## src/rtl/membus_pkg.sv

```systemverilog
// Shared definitions for the PDP-6 memory-bus to Avalon bridge.
//   MB_W      : memory word width (36-bit data)
//   MA_W      : memory address width (18-bit word address)
//   state_e   : bridge sequencing states
//   in_window : true when an address falls in the window served by base
package membus_pkg;

  localparam int MB_W = 36;
  localparam int MA_W = 18;

  typedef enum logic [2:0] {
    IDLE,
    RD,
    RDRS,
    WWAIT,
    WR,
    DONE
  } state_e;

  // The window is aligned to 2**size_log2, so matching the bits above the
  // window size is the whole test.
  function automatic logic in_window(input logic [MA_W-1:0] ma,
                                     input logic [MA_W-1:0] base,
                                     input int              size_log2);
    return (ma >> size_log2) == (base >> size_log2);
  endfunction

endpackage

```

## src/rtl/membus_edge.sv

```systemverilog
// Rising-edge detector.
//   i_clk   : clock
//   i_reset : asynchronous active-high reset
//   i_sig   : level input
//   o_rise  : high for the cycle in which i_sig is high after a low sample
module membus_edge (
  input  logic i_clk,
  input  logic i_reset,
  input  logic i_sig,
  output logic o_rise
);

  logic prev_q, prev_d;

  always_comb begin
    prev_d = i_sig;
  end

  always_ff @(posedge i_clk or posedge i_reset) begin
    if (i_reset) prev_q <= 1'b0;
    else         prev_q <= prev_d;
  end

  assign o_rise = i_sig & ~prev_q;

endmodule

```

## src/rtl/membus_avalon_bridge.sv

```systemverilog
// Memory-side front end of the PDP-6 memory bus. Each accepted bus cycle
// becomes a single-word Avalon read and/or write toward a 36-bit slave.
//   i_clk, i_reset           : clock, asynchronous active-high reset
//   i_membus_*               : processor cycle request, address, write data
//   o_membus_addr_ack        : one-cycle pulse, cycle accepted
//   o_membus_rd_rs           : one-cycle pulse, read data valid on mb_out
//   o_membus_mb_out          : read data register
//   o_address/o_read/o_write/o_writedata, i_readdata/i_waitrequest : Avalon
//
// state | meaning
// IDLE  | waiting for a new in-window cycle
// RD    | Avalon read in flight
// RDRS  | read restart pulse to the bus
// WWAIT | waiting for write restart with write data
// WR    | Avalon write in flight
// DONE  | cycle finished, waiting for rq_cyc to drop
module membus_avalon_bridge
  import membus_pkg::*;
#(
  parameter logic [MA_W-1:0] BASE      = 18'o0,
  parameter int              SIZE_LOG2 = 14
) (
  input  logic            i_clk,
  input  logic            i_reset,
  input  logic            i_membus_rq_cyc,
  input  logic            i_membus_rd_rq,
  input  logic            i_membus_wr_rq,
  input  logic [MA_W-1:0] i_membus_ma,
  input  logic            i_membus_wr_rs,
  input  logic [MB_W-1:0] i_membus_mb_in,
  output logic            o_membus_addr_ack,
  output logic            o_membus_rd_rs,
  output logic [MB_W-1:0] o_membus_mb_out,
  output logic [MA_W-1:0] o_address,
  output logic            o_read,
  output logic            o_write,
  output logic [MB_W-1:0] o_writedata,
  input  logic [MB_W-1:0] i_readdata,
  input  logic            i_waitrequest
);

  state_e          state_q, state_d;
  logic [MA_W-1:0] ma_q, ma_d;
  logic            rd_q, rd_d;
  logic            wr_q, wr_d;
  logic            addr_ack_q, addr_ack_d;
  logic            rd_rs_q, rd_rs_d;
  logic            read_q, read_d;
  logic            write_q, write_d;
  logic [MB_W-1:0] mb_out_q, mb_out_d;
  logic [MB_W-1:0] wdata_q, wdata_d;
  logic            rq_rise;
  logic            accept;

  // Only a fresh rq_cyc is accepted, so a cycle still held after DONE is
  // not taken a second time.
  membus_edge u_rq_edge (
    .i_clk   (i_clk),
    .i_reset (i_reset),
    .i_sig   (i_membus_rq_cyc),
    .o_rise  (rq_rise)
  );

  assign accept = rq_rise & (i_membus_rd_rq | i_membus_wr_rq) &
                  in_window(i_membus_ma, BASE, SIZE_LOG2);

  always_comb begin
    state_d  = state_q;
    ma_d     = ma_q;
    rd_d     = rd_q;
    wr_d     = wr_q;
    mb_out_d = mb_out_q;
    wdata_d  = wdata_q;
    case (state_q)
      IDLE: begin
        if (accept) begin
          ma_d    = i_membus_ma;
          rd_d    = i_membus_rd_rq;
          wr_d    = i_membus_wr_rq;
          state_d = i_membus_rd_rq ? RD : WWAIT;
        end
      end
      RD: begin
        // The slave transfer always completes; an aborted cycle just skips
        // the restart pulse.
        if (!i_waitrequest) begin
          mb_out_d = i_readdata;
          state_d  = i_membus_rq_cyc ? RDRS : IDLE;
        end
      end
      RDRS: begin
        if (!i_membus_rq_cyc) state_d = IDLE;
        else if (wr_q)        state_d = WWAIT;
        else                  state_d = DONE;
      end
      WWAIT: begin
        if (!i_membus_rq_cyc) begin
          state_d = IDLE;
        end else if (i_membus_wr_rs) begin
          wdata_d = i_membus_mb_in;
          state_d = WR;
        end
      end
      WR: begin
        if (!i_waitrequest) state_d = i_membus_rq_cyc ? DONE : IDLE;
      end
      DONE: begin
        if (!i_membus_rq_cyc) state_d = IDLE;
      end
      default: state_d = IDLE;
    endcase

    // Outputs are registered from the next state so they line up with the
    // first cycle of the state they belong to.
    addr_ack_d = (state_q == IDLE) && accept;
    rd_rs_d    = (state_d == RDRS);
    read_d     = (state_d == RD);
    write_d    = (state_d == WR);
  end

  always_ff @(posedge i_clk or posedge i_reset) begin
    if (i_reset) begin
      state_q    <= IDLE;
      ma_q       <= '0;
      rd_q       <= 1'b0;
      wr_q       <= 1'b0;
      addr_ack_q <= 1'b0;
      rd_rs_q    <= 1'b0;
      read_q     <= 1'b0;
      write_q    <= 1'b0;
      mb_out_q   <= '0;
      wdata_q    <= '0;
    end else begin
      state_q    <= state_d;
      ma_q       <= ma_d;
      rd_q       <= rd_d;
      wr_q       <= wr_d;
      addr_ack_q <= addr_ack_d;
      rd_rs_q    <= rd_rs_d;
      read_q     <= read_d;
      write_q    <= write_d;
      mb_out_q   <= mb_out_d;
      wdata_q    <= wdata_d;
    end
  end

  assign o_membus_addr_ack = addr_ack_q;
  assign o_membus_rd_rs    = rd_rs_q;
  assign o_membus_mb_out   = mb_out_q;
  // Window is aligned, so the offset has zero upper bits for any accepted ma.
  assign o_address         = ma_q - BASE;
  assign o_read            = read_q;
  assign o_write           = write_q;
  assign o_writedata       = wdata_q;

endmodule

```

## config.mk

```make
export PLATFORM = sky130hd
export DESIGN_NAME = membus_avalon_bridge
export DESIGN_NICKNAME = d
export VERILOG_FILES = /design/src/rtl/membus_pkg.sv /design/src/rtl/membus_edge.sv /design/src/rtl/membus_avalon_bridge.sv
export SDC_FILE = /design/constraint.sdc
export NUM_CORES = 1
export LEC_CHECK = 0
export BUFFER_PORTS_ARGS = -buffer_cell sky130_fd_sc_hd__buf_2
export CAP_MARGIN = 20
export CORE_ASPECT_RATIO = 0.6
export CORE_UTILIZATION = 50
export DETAILED_ROUTE_END_ITERATION = 6
export PLACE_DENSITY = 0.85
export SLEW_MARGIN = 25
export SYNTH_ARGS = -nofsm -noshare
export SYNTH_HDL_FRONTEND = slang
export SYNTH_SLANG_ARGS = --single-unit
```

## constraint.sdc

```tcl
create_clock -name i_clk -period 4.95 [get_ports i_clk]
set_input_delay 0.99 -clock i_clk [delete_from_list [all_inputs] [get_ports i_clk]]
set_output_delay 0.99 -clock i_clk [all_outputs]
set_load 0.005 [all_outputs]
```

Yosys cells after proc, flatten, opt, wreduce, memory -nomap -nowiden --
Index checks and enable logic that the tools add are counted. Widths: inputs -> output; s select.
Word-level totals: bits of input ports 97, word-level logic and storage cells 42, output and inout bits 94, flip-flop bits (word level) 99
Operators by class: equality and inequality tests 8, bitwise gates (word level) 6, reductions and logical operators 6, multiplexer cells 12
Operator list (count):
- $mux 3 | 9
- $logic_not 18->1 | 1
- $pmux 3 s6 | 1
- $eq 3x2->1 const B | 3
- $eq 3x3->1 const B | 3
- $eq 3x1->1 const B | 2
- $mux 2 | 2
- $reduce_and 2->1 | 2
- $and 1x1->1 | 3
- $logic_not 3->1 | 1
- $reduce_and 3->1 | 1
- $not 1->1 | 2
- $logic_and 1x1->1 | 1
- $or 1x1->1 | 1

Depth between registers and ports, before layout --
word-level depth 7, depth in mapped cells 7, depth with buffers taken out 4

Cells and area by module --
From an unflattened synthesis, not the netlist that was laid out.
Unflattened totals: cells, all modules 231, area, all modules 3799.9 sq um
By module, submodules not included:
- membus_avalon_bridge | times used 1, cells an instance 228, area each 3757.4 sq um, sequential area each 2452.4 sq um
- membus_edge | times used 1, cells an instance 3, area each 42.5 sq um, sequential area each 25.0 sq um

Least setup slack after synthesis --
Ideal clock, no wire load.
path kind input -> register, start point in i_waitrequest, end point reg mb_out_q[0], in the netlist o_membus_mb_out[0], data required time 4825 ps, arrival time 1855 ps, cell stages on the path 5, path slack 2970 ps, path buffers 2, library setup time 125 ps, cell sequence nor2b_4 > nor3b_2 > buf_6 > buf_12 > mux2_4
Between the ends: longest elaborated chain between the ends 2
RTL lines:
- from (decl) | RTL line membus_avalon_bridge.sv:39 | input logic i_waitrequest
- $not 1->1 (no line)
- $reduce_and 2->1 (no line)
- to (signal assigned) | RTL line membus_avalon_bridge.sv:142 | mb_out_q <= mb_out_d;
- to (decl) | RTL line membus_avalon_bridge.sv:50 | logic [MB_W-1:0] mb_out_q, mb_out_d;
Every way passes these cells. A chain may end at the register's enable or synchronous reset.

Final worst setup path --
start point in i_membus_rq_cyc, end point reg write_q, in the netlist o_write
Between the ends: longest elaborated chain between the ends 6, elaborated cells on any way between the ends 13, those cells by class 1 x eq/ne; 9 x mux; 3 x bitwise
RTL lines:
- from (decl) | RTL line membus_avalon_bridge.sv:25 | input logic i_membus_rq_cyc,
- $and 1x1->1 | RTL line membus_edge.sv:24 | assign o_rise = i_sig & ~prev_q;
- $and 1x1->1 (2 in a row) | RTL line membus_avalon_bridge.sv:64 | assign accept = rq_rise & (i_membus_rd_rq | i_membus_wr_rq) &
- $mux 3 | RTL line membus_avalon_bridge.sv:76 | if (accept) begin
- $pmux 3 s6 (*) | RTL line membus_avalon_bridge.sv:74 | case (state_q)
- $eq 3x3->1 (*) | RTL line membus_avalon_bridge.sv:118 | write_d = (state_d == WR);
- named net write_d | RTL line membus_avalon_bridge.sv:49 | logic write_q, write_d;
- to (signal assigned) | RTL line membus_avalon_bridge.sv:141 | write_q <= write_d;
- to (decl) | RTL line membus_avalon_bridge.sv:49
Mark *: on every way through the listed nets, which the timed path passes. The rest lies on a longest branch.

==> summary.md <==
| Metric | Value |
|---|---|
| Clock transition at path regs | 0.06 ns |
| Core Area | 7945 µm² |
| Status | completed |
| Setup TNS Final | 0 ns |
| Post-Route WL | 8713 µm |
| Clk_lat worst skew | between 0.3 and 0.4 ns |
| Post_cts resized | 0 |
| Number of global-route vias before repair | 2645 |
| Hold Path Class | flop to flop |
| Max rail drop VDD | roughly 0.00028 V |
| Final instance area | 5355 µm² |
| Final period util | 50.99% |
| Count leader, synth | dfrtp_1 |
| P_leak | around 0.003 µW |
| Unrepaired setup endpoints after global routing | false |
| Final Hold Viols | 0 |
| Post-CTS Hold Buffers | 0 |
| Max Freq | between 300 and 400 MHz |
| Syn avg cell area | 15.56 µm² |
| FP Rows | 25 |
| Final HPWL DP | 6211 µm |
| DRC Markers | 0 |
| Worst endpoint required time | 5.17 ns |
| Syn Inst Count | 265 |
| Psw | 705.7 µW |
| Port bufs | 190 |
| Top post-synthesis cells by count | dfrtp_1 (99), mux2_4 (60), nand2_1 (42), mux2_2 (13), buf_6 (7) |
| Synth Area in Adders | 0% |
| Root buffer cell | clkbuf_16 |
| M1 GR Usage | 28.70% |
| Internal | ~1800 µW |
| Slew margin rel. | 41.61% |
| Layout cells sized above 1 | 62.39% |
| Clock power share | roughly a quarter |
| CTS Sinks | 99 |
| Synth Area in XOR/XNOR | 0% |
| Met2 Resource Use GR | 32.04% |
| First-pass GRT wire length | 13590 µm |
| Final ANT Viol Nets | 0 |
| Slew @ Worst Pin | 0.8742 ns |
| Final hold slack | 0.4611 ns |
| Switching fraction of total power | between 20% and 30% |
| Dpl cell area | 5076 µm² |
| Setup crit start kind | input port |
| Largest family of logic cells by synthesized area | multiplexers |
| Gr ovfl total | 0 |
| Post-CTS setup buffers | 0 |
| Simple-gate area share of the yosys netlist | 8.953% |
| Ys async rst share | 100.0% |
| Synthesis Warnings | 0 |
| Top FF cell, synth | dfrtp_1 |
| Sequential area share after synthesis | ~60% |
| Area leader, netlist | dfrtp_1 |
| Inst Count DP | 552 |
| Pins over their slew limit | 0 |
| Synth area leaders | dfrtp_1 (60%), mux2_4 (22%), nand2_1 (3.8%) |
| Worst EP arrival | approximately 2.7 ns |
| CTS tree | done |
| Gate power share | about 29% |
| Die area | 8624 µm² |
| Reg power frac | 46.1% |
| Avg Vias per Cell | 4.762 |
| Clock Skew | 0.006753 ns |
| # setup viols final | 0 |
| Routed WL per cell | 15.34 µm |
| Layout net count | 552 |
| Drt pass-1 iters | 4 |
| Io pins | 191 |
| # Max-Cap Violations | 0 |
| GR Util met3 | 5.975% |
| Routed via count | about 2700 |
| Post-layout min period | roughly 2.5 ns |
| Critical path class | input port to flop |
| Initial antenna violation count | 0 |
| GR peak layer | met2 |
| Total Routing Usage GR | 20.80% |
| Yosys reg bits | 99 |
| Unique cell type count in the Yosys netlist | 32 |
| Placer Congestion | 0.8141 |
| Die W | around 120 µm |
| # H-tree levels | 3 |
| Pwr dens | 474.7 nW/µm² |
| Syn-to-layout area delta | 29.89% |
| Top-area cell type share of the netlist area | 60.09% |
| Die H | 72.34 µm |
| Pre-CTS setup slack | 2.159 ns |
| Net Count, Synth | 362 |
| Clk buf depth | 2 |
| Final worst slack | roughly 2.4 ns |
| Post-synth EDFFs | 0 |
| Area of the mapped netlist | about 4000 µm² |
| DR iter-0 viols | between 100 and 150 |
| CP max FO | 20 |
| Largest net degree at the start of global routing | 53 |
| Mux contribution to synthesized area | approximately a quarter |
| Diodes inserted | 0 |
| Post-synthesis compound-gate area fraction | under 10% |
| TritonCTS Buffers | 9 |
| Starting Density | 51.89% |
| CP Capture Type | flop |
| Final std cells w/o fill | about 570 |
[registers in the layout, indices dropped and copies added, names as in the netlist]
register,cells
o_membus_rd_rs,1
o_membus_mb_out,36
o_writedata,36
ma_q,18
o_write,1
wr_q,1
state_q,3
o_read,1
o_membus_addr_ack,1
u_rq_edge.prev_q,1
[critical path: stages]
cell	delay [ns]
buf_2	0.14
nor3b_1	0.29
nand4_1	0.73
o211a_1	0.44
o211a_1	0.14
[worst paths after layout]
kind | slack [ns] | to | start | cells after the start
max reg2reg | 2.63 | o_write$_DFF_PP0_ | state_q[1]$_DFF_PP0_ | 4
min reg2reg | 0.46 | ma_q[6]$_DFFE_PP0P_ | ma_q[6]$_DFFE_PP0P_ | 2
max in group asynchronous | 3.15 | o_writedata[31]$_DFFE_PP0P_ | i_reset | 3
min | 0.46 | ma_q[6]$_DFFE_PP0P_ | ma_q[6]$_DFFE_PP0P_ | 2
min in group asynchronous | 0.72 | o_membus_mb_out[26]$_DFFE_PP0P_ | i_reset | 2
max | 2.43 | o_write$_DFF_PP0_ | i_membus_rq_cyc | 5
[power by group through the flow]
stage	logic, µW	clock network (µW)	registers [µW]
after floorplan	438	0	1180
after CTS	741	662	1170
after global routing	790	694	1200
final	729	641	1170
after detailed placement	733	0	1180
after global placement	719	0	1170
[layout make-up]
class / instances / area (µm²)
clock buffer: 9 / 225.2
clock inverter: 7 / 53.80
timing repair buffer: 192 / 965.9
multi-input combinational: 151 / 1488
sequential: 99 / 2477
inverter: 2 / 10.01
fill: 576 / 2590
tap: 108 / 135.1
[layer usage]
layer | vias up | part of all wire (%) | routed length (µm)
met5 | - | 0 | 0
met4 | 0 | 0.95 | 83
met3 | 9 | 6.5 | 563
met2 | 112 | 46 | 3976
met1 | 1305 | 47 | 4089
li1 | 1279 | - | -
[layout by cell type (no fill, tap or decap), types with 2 or more instances in the layout]
| cell type | Yosys | final |
|---|---|---|
| dfrtp_1 | 99 | 99 |
| nor4_1 | 2 | 2 |
| nor2b_4 | 2 | 2 |
| nand2b_1 | 3 | 3 |
| o211ai_1 | 2 | 2 |
| buf_2 | 2 | 190 |
| and2_1 | 5 | 5 |
| clkinv_4 | 0 | 2 |
| clkinvlp_4 | 0 | 3 |
| o211a_1 | 2 | 2 |
| buf_4 | 1 | 2 |
| clkbuf_16 | 0 | 9 |
| o21ai_0 | 3 | 3 |
| mux2_2 | 13 | 13 |
| mux2_4 | 60 | 60 |
| nor2b_1 | 2 | 2 |
| nand2_1 | 42 | 42 |
[kinds of logic after synthesis]
kind of cell | Yosys count
compound gates | 9
buf+inv | 15
flops | 99
mux | 73
simple gates | 69
[through the flow]
stage | power, µW | utilization [%]
2_1_floorplan | 1618 | -
3_3_place_gp | 1885 | 63.89
3_5_place_dp | 1916 | 63.89
4_1_cts | 2576 | 67.40
5_1_grt | 2683 | 67.40
6_report | 2542 | 67.40
Note: power is estimated with default switching activity, not from simulation.
